<file path="src/rtl/subtractor_64bit_seq.sv">
// rtl/subtractor_64bit_seq.sv - digit-serial 64-bit subtractor, a + ~b + 1 over DIGIT_W-bit slices
// Optional SUB_OVF_EN adds the signed-overflow output ovf.
module subtractor_64bit_seq #(
  parameter int DIGIT_W = 4
) (
  input  logic        clk,
  input  logic        rst_n,
  input  logic        in_valid,
  output logic        in_ready,
  input  logic [63:0] a,
  input  logic [63:0] b,
  output logic        out_valid,
  input  logic        out_ready,
  output logic [63:0] diff,
  output logic        borrow
`ifdef SUB_OVF_EN
  ,
  output logic        ovf
`endif
);

  localparam int NSLICE = 64 / DIGIT_W;

  typedef enum logic [1:0] {IDLE, RUN, HOLD} state_t;

  state_t       state;
  logic [63:0]  a_sh;
  logic [63:0]  b_sh;
  logic [63:0]  res;
  logic         carry;
  logic [6:0]   cnt;
  logic         brw;
  logic [DIGIT_W:0] slice;
  logic [63:0]  a_nxt;
  logic [63:0]  b_nxt;
  logic [63:0]  res_nxt;
  logic         last;

`ifdef SUB_OVF_EN
  logic a_msb;
  logic b_msb;
  logic ovf_r;
  assign ovf = ovf_r;
`endif

  assign slice = {1'b0, a_sh[DIGIT_W-1:0]} + {1'b0, b_sh[DIGIT_W-1:0]}
               + (DIGIT_W+1)'(carry);
  assign last  = (cnt == 7'(NSLICE - 1));

  // Full-width digit collapses to a single combinational add; no shifting needed.
  generate
    if (DIGIT_W == 64) begin : g_full
      assign a_nxt   = '0;
      assign b_nxt   = '0;
      assign res_nxt = slice[63:0];
    end else begin : g_part
      assign a_nxt   = {{DIGIT_W{1'b0}}, a_sh[63:DIGIT_W]};
      assign b_nxt   = {{DIGIT_W{1'b0}}, b_sh[63:DIGIT_W]};
      assign res_nxt = {slice[DIGIT_W-1:0], res[63:DIGIT_W]};
    end
  endgenerate

  assign in_ready  = (state == IDLE);
  assign out_valid = (state == HOLD);
  assign diff      = res;
  assign borrow    = brw;

  always_ff @(posedge clk or negedge rst_n) begin
    if (!rst_n) begin
      state <= IDLE;
      a_sh  <= '0;
      b_sh  <= '0;
      res   <= '0;
      carry <= 1'b0;
      cnt   <= '0;
      brw   <= 1'b0;
`ifdef SUB_OVF_EN
      a_msb <= 1'b0;
      b_msb <= 1'b0;
      ovf_r <= 1'b0;
`endif
    end else begin
      case (state)
        IDLE: begin
          if (in_valid) begin
            a_sh  <= a;
            b_sh  <= ~b;
            carry <= 1'b1;
            cnt   <= '0;
            state <= RUN;
`ifdef SUB_OVF_EN
            a_msb <= a[63];
            b_msb <= b[63];
`endif
          end
        end
        RUN: begin
          a_sh  <= a_nxt;
          b_sh  <= b_nxt;
          res   <= res_nxt;
          carry <= slice[DIGIT_W];
          cnt   <= cnt + 7'd1;
          if (last) begin
            state <= HOLD;
            brw   <= ~slice[DIGIT_W];
`ifdef SUB_OVF_EN
            // Top slice bit is diff[63] on the final step.
            ovf_r <= (a_msb != b_msb) && (slice[DIGIT_W-1] != a_msb);
`endif
          end
        end
        HOLD: begin
          if (out_ready) state <= IDLE;
        end
        default: state <= IDLE;
      endcase
    end
  end

endmodule

</file>
<file path="config.mk">
export PLATFORM = sky130hd
export DESIGN_NAME = subtractor_64bit_seq
export DESIGN_NICKNAME = d
export VERILOG_FILES = /design/src/rtl/subtractor_64bit_seq.sv
export SDC_FILE = /design/constraint.sdc
export NUM_CORES = 1
export LEC_CHECK = 0
export ABC_AREA = 1
export CAP_MARGIN = 0
export CELL_PAD_IN_SITES_DETAIL_PLACEMENT = 0
export CELL_PAD_IN_SITES_GLOBAL_PLACEMENT = 1
export CORE_ASPECT_RATIO = 1.4
export CORE_MARGIN = 2
export CORE_UTILIZATION = 40
export DETAILED_ROUTE_END_ITERATION = 10
export GPL_TIMING_DRIVEN = 0
export HOLD_SLACK_MARGIN = 0.03
export PLACE_DENSITY_LB_ADDON = 0.1
export SLEW_MARGIN = 25
export SYNTH_ARGS = -nofsm -noshare
export SYNTH_HDL_FRONTEND = slang
export SYNTH_SLANG_ARGS = --single-unit
</file>
<file path="constraint.sdc">
create_clock -name clk -period 3.6 [get_ports clk]
set_input_delay 0.36 -clock clk [delete_from_list [all_inputs] [get_ports clk]]
set_output_delay 0.36 -clock clk [all_outputs]
set_load 0.02 [all_outputs]
</file>
==> reports/results.ini, run 1 <==
[worst_setup_path]
crit_chain = nor2_1, clkdlybuf4s50_1
cp_max_fo = 5
slowest_stage = clkdlybuf4s50_1
crit_required_ns = 3.24
crit_path_start_kind = register
worstReg2RegStart = a_sh[0]
crit_path_start = state[0]
cpPeakStageDelay_ns = 0.68
cp.arrival_ns = 1.78
worstSetupPathType = reg -> out
endpoint_kind = output port
path_buf_inv = 1
crit_family = buffers and inverters

[sta]
tightest_slew_ns = 0.502
final-hold-violation-count = 0
skew_ns = 0.0159
fin_crit_sh_pct = 59.5
fin_crit_ns = 2.14
max_freq_ghz = 0.467
hold_slack_ns = 0.344
slew_headroom_pct = 66.5
slew_violations = 0
rsz0062_at_grt = false
setup_viol = 0

[worst_hold_path]
min_path_type = in -> async

[detailed_routing]
first_pass_iters = 6
drtIter0Drc = 258
vias = 7050
avgViaCountPerCell = 4.89
route.detailed.drc = 0
drt-total-wl_um = 21900
avgRoutedWirePerCell_um = 15.2
postRouteAntennaNets = 0

[global_route]
antenna_found_initial = 0
grt_usage_pct = 19.8
grt_pass1_vias = 7077
grt.overflow.total = 0
grt_pass1_wl_um = 36000
grt_max_degree = 86

[synthesis]
syn_inst = 945
syn_nets = 1083
avgSynthCellArea_um2 = 9.01
synth_seq_cells = 203
yosys_warnings = 0
synth_seq_area_share_pct = 59.7
ys_types = 24
syn_area_mm2 = 0.00851

[layout]
final_cell_mix = 413 x nand2_1, 203 x dfrtp_1, 197 x clkdlybuf4s50_1
multi_input_area_mm2 = 0.00294
n_fill_cell = 1955
area_delta_synth_final_pct = 35.9
drive_above_1_share_pct = 7.78
antenna_cells = 0
seqCellArea_mm2 = 0.00508
fin_nets = 1307
final_common_cell = nand2_1
final_area_mm2 = 0.0116

[floorplanning]
die-area_mm2 = 0.0225
die_w_um = 127
ioPinCount = 199
fp-row-count = 63
initial_core_util_pct = 40.4
die_h_um = 177
core_area_mm2 = 0.0210

[place]
place_area_mm2 = 0.0109
numPortBuffers = 198
gp_congestion = 0.758
hpwl_um = 15900

[clocking]
cts_inserted_buffers = 21
cts_resized = 0
cts_buffer_depth = 3
cts_root_buf = clkbuf_16
clkTransAtPathRegs_ns = 0.06
clock-sinks = 203
cts_tree = yes
htreeDepth = 1
clk_latency_ns = 0.49

[power_and_ir_drop]
power.leakage_nw = 5.32
ir_worst_vdd_v = 0.000390
powerDensity_mw_per_mm2 = 828

[run_status]
status = finished clean

[run]
cap_violations = 0

[state kept, by name (all words and copies together), names as in the netlist]
| register | cells |
|---|---|
| borrow | 1 |
| carry | 1 |
| state | 2 |
| b_sh | 64 |
| diff | 64 |
| a_sh | 64 |
| cnt | 7 |
[metal layers]
metal	share of wire (%)	vias to the layer above	wire (um)	global-route usage (%)
met5	0	-	0	0
met4	0.99	0	216	3.48
met3	4.8	19	1050	3.20
met2	51	157	11100	35.3
met1	43	3372	9470	25.7
li1	-	3502	-	-
[final timing paths]
kind	to	slack (ns)	cells after the start
min reg2reg	a_sh[62]	0.48	2
min	a_sh[5]	0.34	2
min in group clk	a_sh[60]	0.42	3
max reg2reg	diff[62]	1.84	7
max in group asynchronous	b_sh[60]	2.51	3
max	in_ready	1.46	2
[cell usage after synthesis]
library cell | number | share of area, %
nor2_1 | 11 | 0.49
nand2_1 | 413 | 18
nand4_1 | 1 | 0.074
inv_1 | 46 | 2.0
nand3_1 | 65 | 3.8
o21a_1 | 1 | 0.088
o31ai_1 | 1 | 0.088
o211ai_1 | 52 | 4.6
dfrtp_1 | 203 | 60
inv_2 | 4 | 0.18
buf_2 | 26 | 1.5
fa_1 | 2 | 0.47
o21ai_1 | 22 | 1.3
nor3_1 | 1 | 0.059
nand2_2 | 2 | 0.15
o21ai_0 | 49 | 2.9
ha_1 | 4 | 0.59
buf_4 | 8 | 0.71
buf_1 | 1 | 0.044
a21oi_1 | 4 | 0.24
clkbuf_1 | 13 | 0.57
nor2_4 | 1 | 0.13
buf_6 | 6 | 0.79
o211ai_2 | 9 | 1.3
[layout make-up]
class | instances | area share [%]
Buffer | 54 | 2.68
Clock inverter | 3 | 0.130
Sequential cell | 203 | 43.9
Timing Repair Buffer | 201 | 17.7
Multi-Input combinational cell | 638 | 25.4
Tap cell | 260 | 2.81
Clock buffer | 34 | 5.74
Inverter | 50 | 1.62
[stage by stage]
step	TNS, ns	cells	utilization (%)	power (mW)	setup WS (ns)
final	0	1443	55.0	9.58	1.46
after global routing	0	1443	55.0	10.3	1.37
after CTS	0	1443	55.0	9.72	1.44
after detailed placement	0	1405	51.7	7.55	1.71
after global placement	-1355.45	1403	51.4	7.46	-6.69
after floorplan	0	945	-	5.94	2.04
[cell families after synthesis]
group,after synthesis,synth area share [%]
fa+ha+maj,6,1.06
compound gates,138,10.5
flops,203,59.7
simple gates,494,22.9
buf+inv,104,5.85
[repair_timing]
item,in CTS,in global routing
hold buffers,1,0
endpoints found under the hold margin,37,0
setup buffers,0,0
[power by group]
part           leakage (nW)  internal, mW  switching [mW]  total [mW]
Sequential             2.62          3.24           0.594        3.83
Clock                 0.340          1.26           0.881        2.14
Combinational          2.36          1.56            2.06        3.62
Total                  5.32          6.05            3.54        9.58
No activity file was read; power rests on OpenSTA's default activity.
==> inputs of run 2 (changes only) <==
CORE_UTILIZATION = 37   (was 40)
clock period = 2 ns   (was 3.6 ns; I/O delays follow)
==> run 2 against run 1 <==
Non-clock buffer count is the same. Final area is 1.1% higher. Critical endpoint is now diff[62]. Worst hold slack got worse by 0.15 ns. Total power up 84%. Critical path type is now reg -> reg. Clock skew down 0.0082 ns. Clock-buffer cell count is 5 lower. Highest routed layer unchanged. Worst setup slack worse by 1.2 ns. Critical path depth rose by 5.
==> reports/results.ini, run 2 (synthesis results as in run 1) <==
[run_status]
status = finished clean

[power_and_ir_drop]
pwr-share-comb_pct = 37.1  ; -0.6 points
power.leakage_nw = 5.37  ; +0.92%
p_int_mw = 11.2  ; +85%
switching_share_pct = 36.5  ; -0.43 points
powerDensity_mw_per_mm2 = 1510  ; +82%
clockPowerShare_pct = 23.9  ; +1.6 points
p_sw_mw = 6.43  ; +82%
power_frac_seq_pct = 39.1  ; -0.9 points
ir_worst_vdd_v = 0.000658  ; +69%

[detailed_routing]
avgViaCountPerCell = 4.75  ; -2.8%
avgRoutedWirePerCell_um = 15.2  ; +0.19%
drt-total-wl_um = 22500  ; +3.1%
route.detailed.drc = 0  ; unchanged
first_pass_iters = 4  ; -2
wl_met2_um = 11400  ; +2.7%
met1_length_um = 9710  ; +2.5%
vias = 7054  ; +0.057%
drtIter0Drc = 340  ; +32%
met3_length_um = 1070  ; +1.0%
dr.max_layer_used = met4
postRouteAntennaNets = 0  ; unchanged

[sta]
slew_headroom_pct = 66.1  ; -0.41 points
max_freq_ghz = 0.561
fin_crit_sh_pct = 89.0
rsz0062_at_grt = false
hold_slack_ns = 0.192  ; -0.152 ns
setup_viol = 0  ; unchanged
slew_violations = 0  ; unchanged
tns_ns = 0  ; unchanged
final-hold-violation-count = 0  ; unchanged
tightest_slew_ns = 0.508  ; +0.00614 ns
finalWorstSetupSlack_ns = 0.219  ; -1.24 ns
fin_crit_ns = 1.78
skew_ns = 0.00768  ; -0.00822 ns

[clocking]
postCtsSetupBuffers = 0  ; unchanged
htreeDepth = 1  ; unchanged
cts_root_buf = clkbuf_16
cts_inserted_buffers = 22  ; +4.8%
clkTransAtPathRegs_ns = 0.06  ; about the same
cts_buffer_depth = 3  ; unchanged
clk_latency_ns = 0.50  ; about the same
cts_tree = yes
clock-sinks = 203  ; unchanged

[worst_setup_path]
crit_family = adder cells
crit_required_ns = 2.36  ; -0.88 ns
reg2reg_slack_ns = 0.22  ; -1.62 ns
endpoint_kind = register
cp.arrival_ns = 2.14  ; +0.36 ns
crit_path_start = a_sh[0]
cp_max_fo = 2  ; -3
worstReg2RegStart = a_sh[0]
rr_worst_depth = 7  ; unchanged
r2r_end = diff[62]
path_buf_inv = 2  ; +1
crit_path_start_kind = register
crit_chain = inv_1, fa_1, fa_1, inv_1, a21oi_1, o21ai_0, o21ai_0
slowest_stage = fa_1
worstSetupPathType = reg -> reg
cpPeakStageDelay_ns = 0.46  ; -0.22 ns

[floorplanning]
ioPinCount = 199  ; unchanged
initial_core_util_pct = 37.7  ; -2.8 points
core_area_mm2 = 0.0226  ; +7.4%
die-area_mm2 = 0.0243  ; +7.9%
die_w_um = 132  ; +3.8%
fp-row-count = 65  ; +3.2%
die_h_um = 183  ; +3.9%

[worst_hold_path]
min_path_type = in -> async

[place]
gp_congestion = 0.738  ; -2.6%
numPortBuffers = 198  ; unchanged
place_area_mm2 = 0.0109  ; +0.47%
post-place-ws_ns = 0.209  ; -1.50 ns
hpwl_um = 16300  ; +2.1%

[layout]
antenna_cells = 0  ; unchanged
fin_nets = 1308  ; +0.077%
multi_input_area_mm2 = 0.00294  ; unchanged
drive_above_1_share_pct = 7.94  ; +0.16 points
final_cell_mix = 413 x nand2_1, 203 x dfrtp_1, 195 x clkdlybuf4s50_1
final_area_mm2 = 0.0117  ; +1.1%
area_delta_synth_final_pct = 37.4
n_fill_cell = 2287  ; +17%
final_common_cell = nand2_1
seqCellArea_mm2 = 0.00508  ; unchanged

[global_route]
grt_usage_pct = 19.1  ; -0.64 points
grt_pass1_wl_um = 37800  ; +5.0%
antenna_found_initial = 0  ; unchanged
grt_pass1_vias = 7309  ; +3.3%
grt_max_degree = 86  ; unchanged
grt.overflow.total = 0  ; unchanged

[run]
cap_violations = 0  ; unchanged

[run 2: changes by cell type in the layout (fill, tap and decap cells not counted), moves of 2 or more]
cell | before | now
bufinv_16 | 0 | 3
clkdlybuf4s50_1 | 197 | 195
clkbuf_16 | 21 | 23
clkinvlp_4 | 0 | 2
clkbuf_8 | 9 | 3
[run 2: layout make-up]
type | count | share of cell area, %
Sequential cell | 203 | 43.4
Clock inverter | 9 | 1.07
Tap cell | 301 | 3.22
Multi-Input combinational cell | 638 | 25.1
Timing Repair Buffer | 201 | 17.6
Clock buffer | 29 | 5.37
Inverter | 50 | 1.60
Buffer | 54 | 2.65
[run 2: worst max path at each step]
stage | slack [ns] | endpoint | cells past startpoint
floorplan | 0.44 | borrow | 7
global placement | -8.20 | b_sh[27] | 1
detailed placement | 0.21 | diff[62] | 7
CTS | 0.01 | out_valid | 3
global route | 0.09 | diff[62] | 7
finish | 0.22 | diff[62] | 7
[run 2: power groups by stage]
stage               registers (mW)  logic (mW)  clock network (mW)
detailed placement            6.96        6.67                   0
finish                        6.89        6.54                4.21
floorplan                     7.40        3.30                   0
global route                  7.13        7.36                4.51
CTS                           6.90        6.68                4.35
global placement              6.94        6.53                   0
[run 2: stage by stage]
stage | util (%) | power [mW] | instances
2_1_floorplan | - | 10.7 | 945
3_3_place_gp | 48.1 | 13.5 | 1444
3_5_place_dp | 48.4 | 13.6 | 1446
4_1_cts | 51.7 | 17.9 | 1485
5_1_grt | 51.7 | 19.0 | 1485
6_report | 51.7 | 17.6 | 1485
[run 2: repair_timing]
| item | 4_1_cts | 5_1_grt |
|---|---|---|
| setup endpoints to repair | 1 | 1 |
| hold buffers | 1 | 0 |
| endpoints found under the hold margin | 94 | 0 |
| resized for setup | 1 | 1 |
| pin swaps | 0 | 0 |
[run 2: routing by layer]
layer	GRT usage (%)	up-vias
li1	-	3498
met1	24.5	3365
met2	34.2	164
met3	3.01	27
met4	4.43	0
met5	0	-
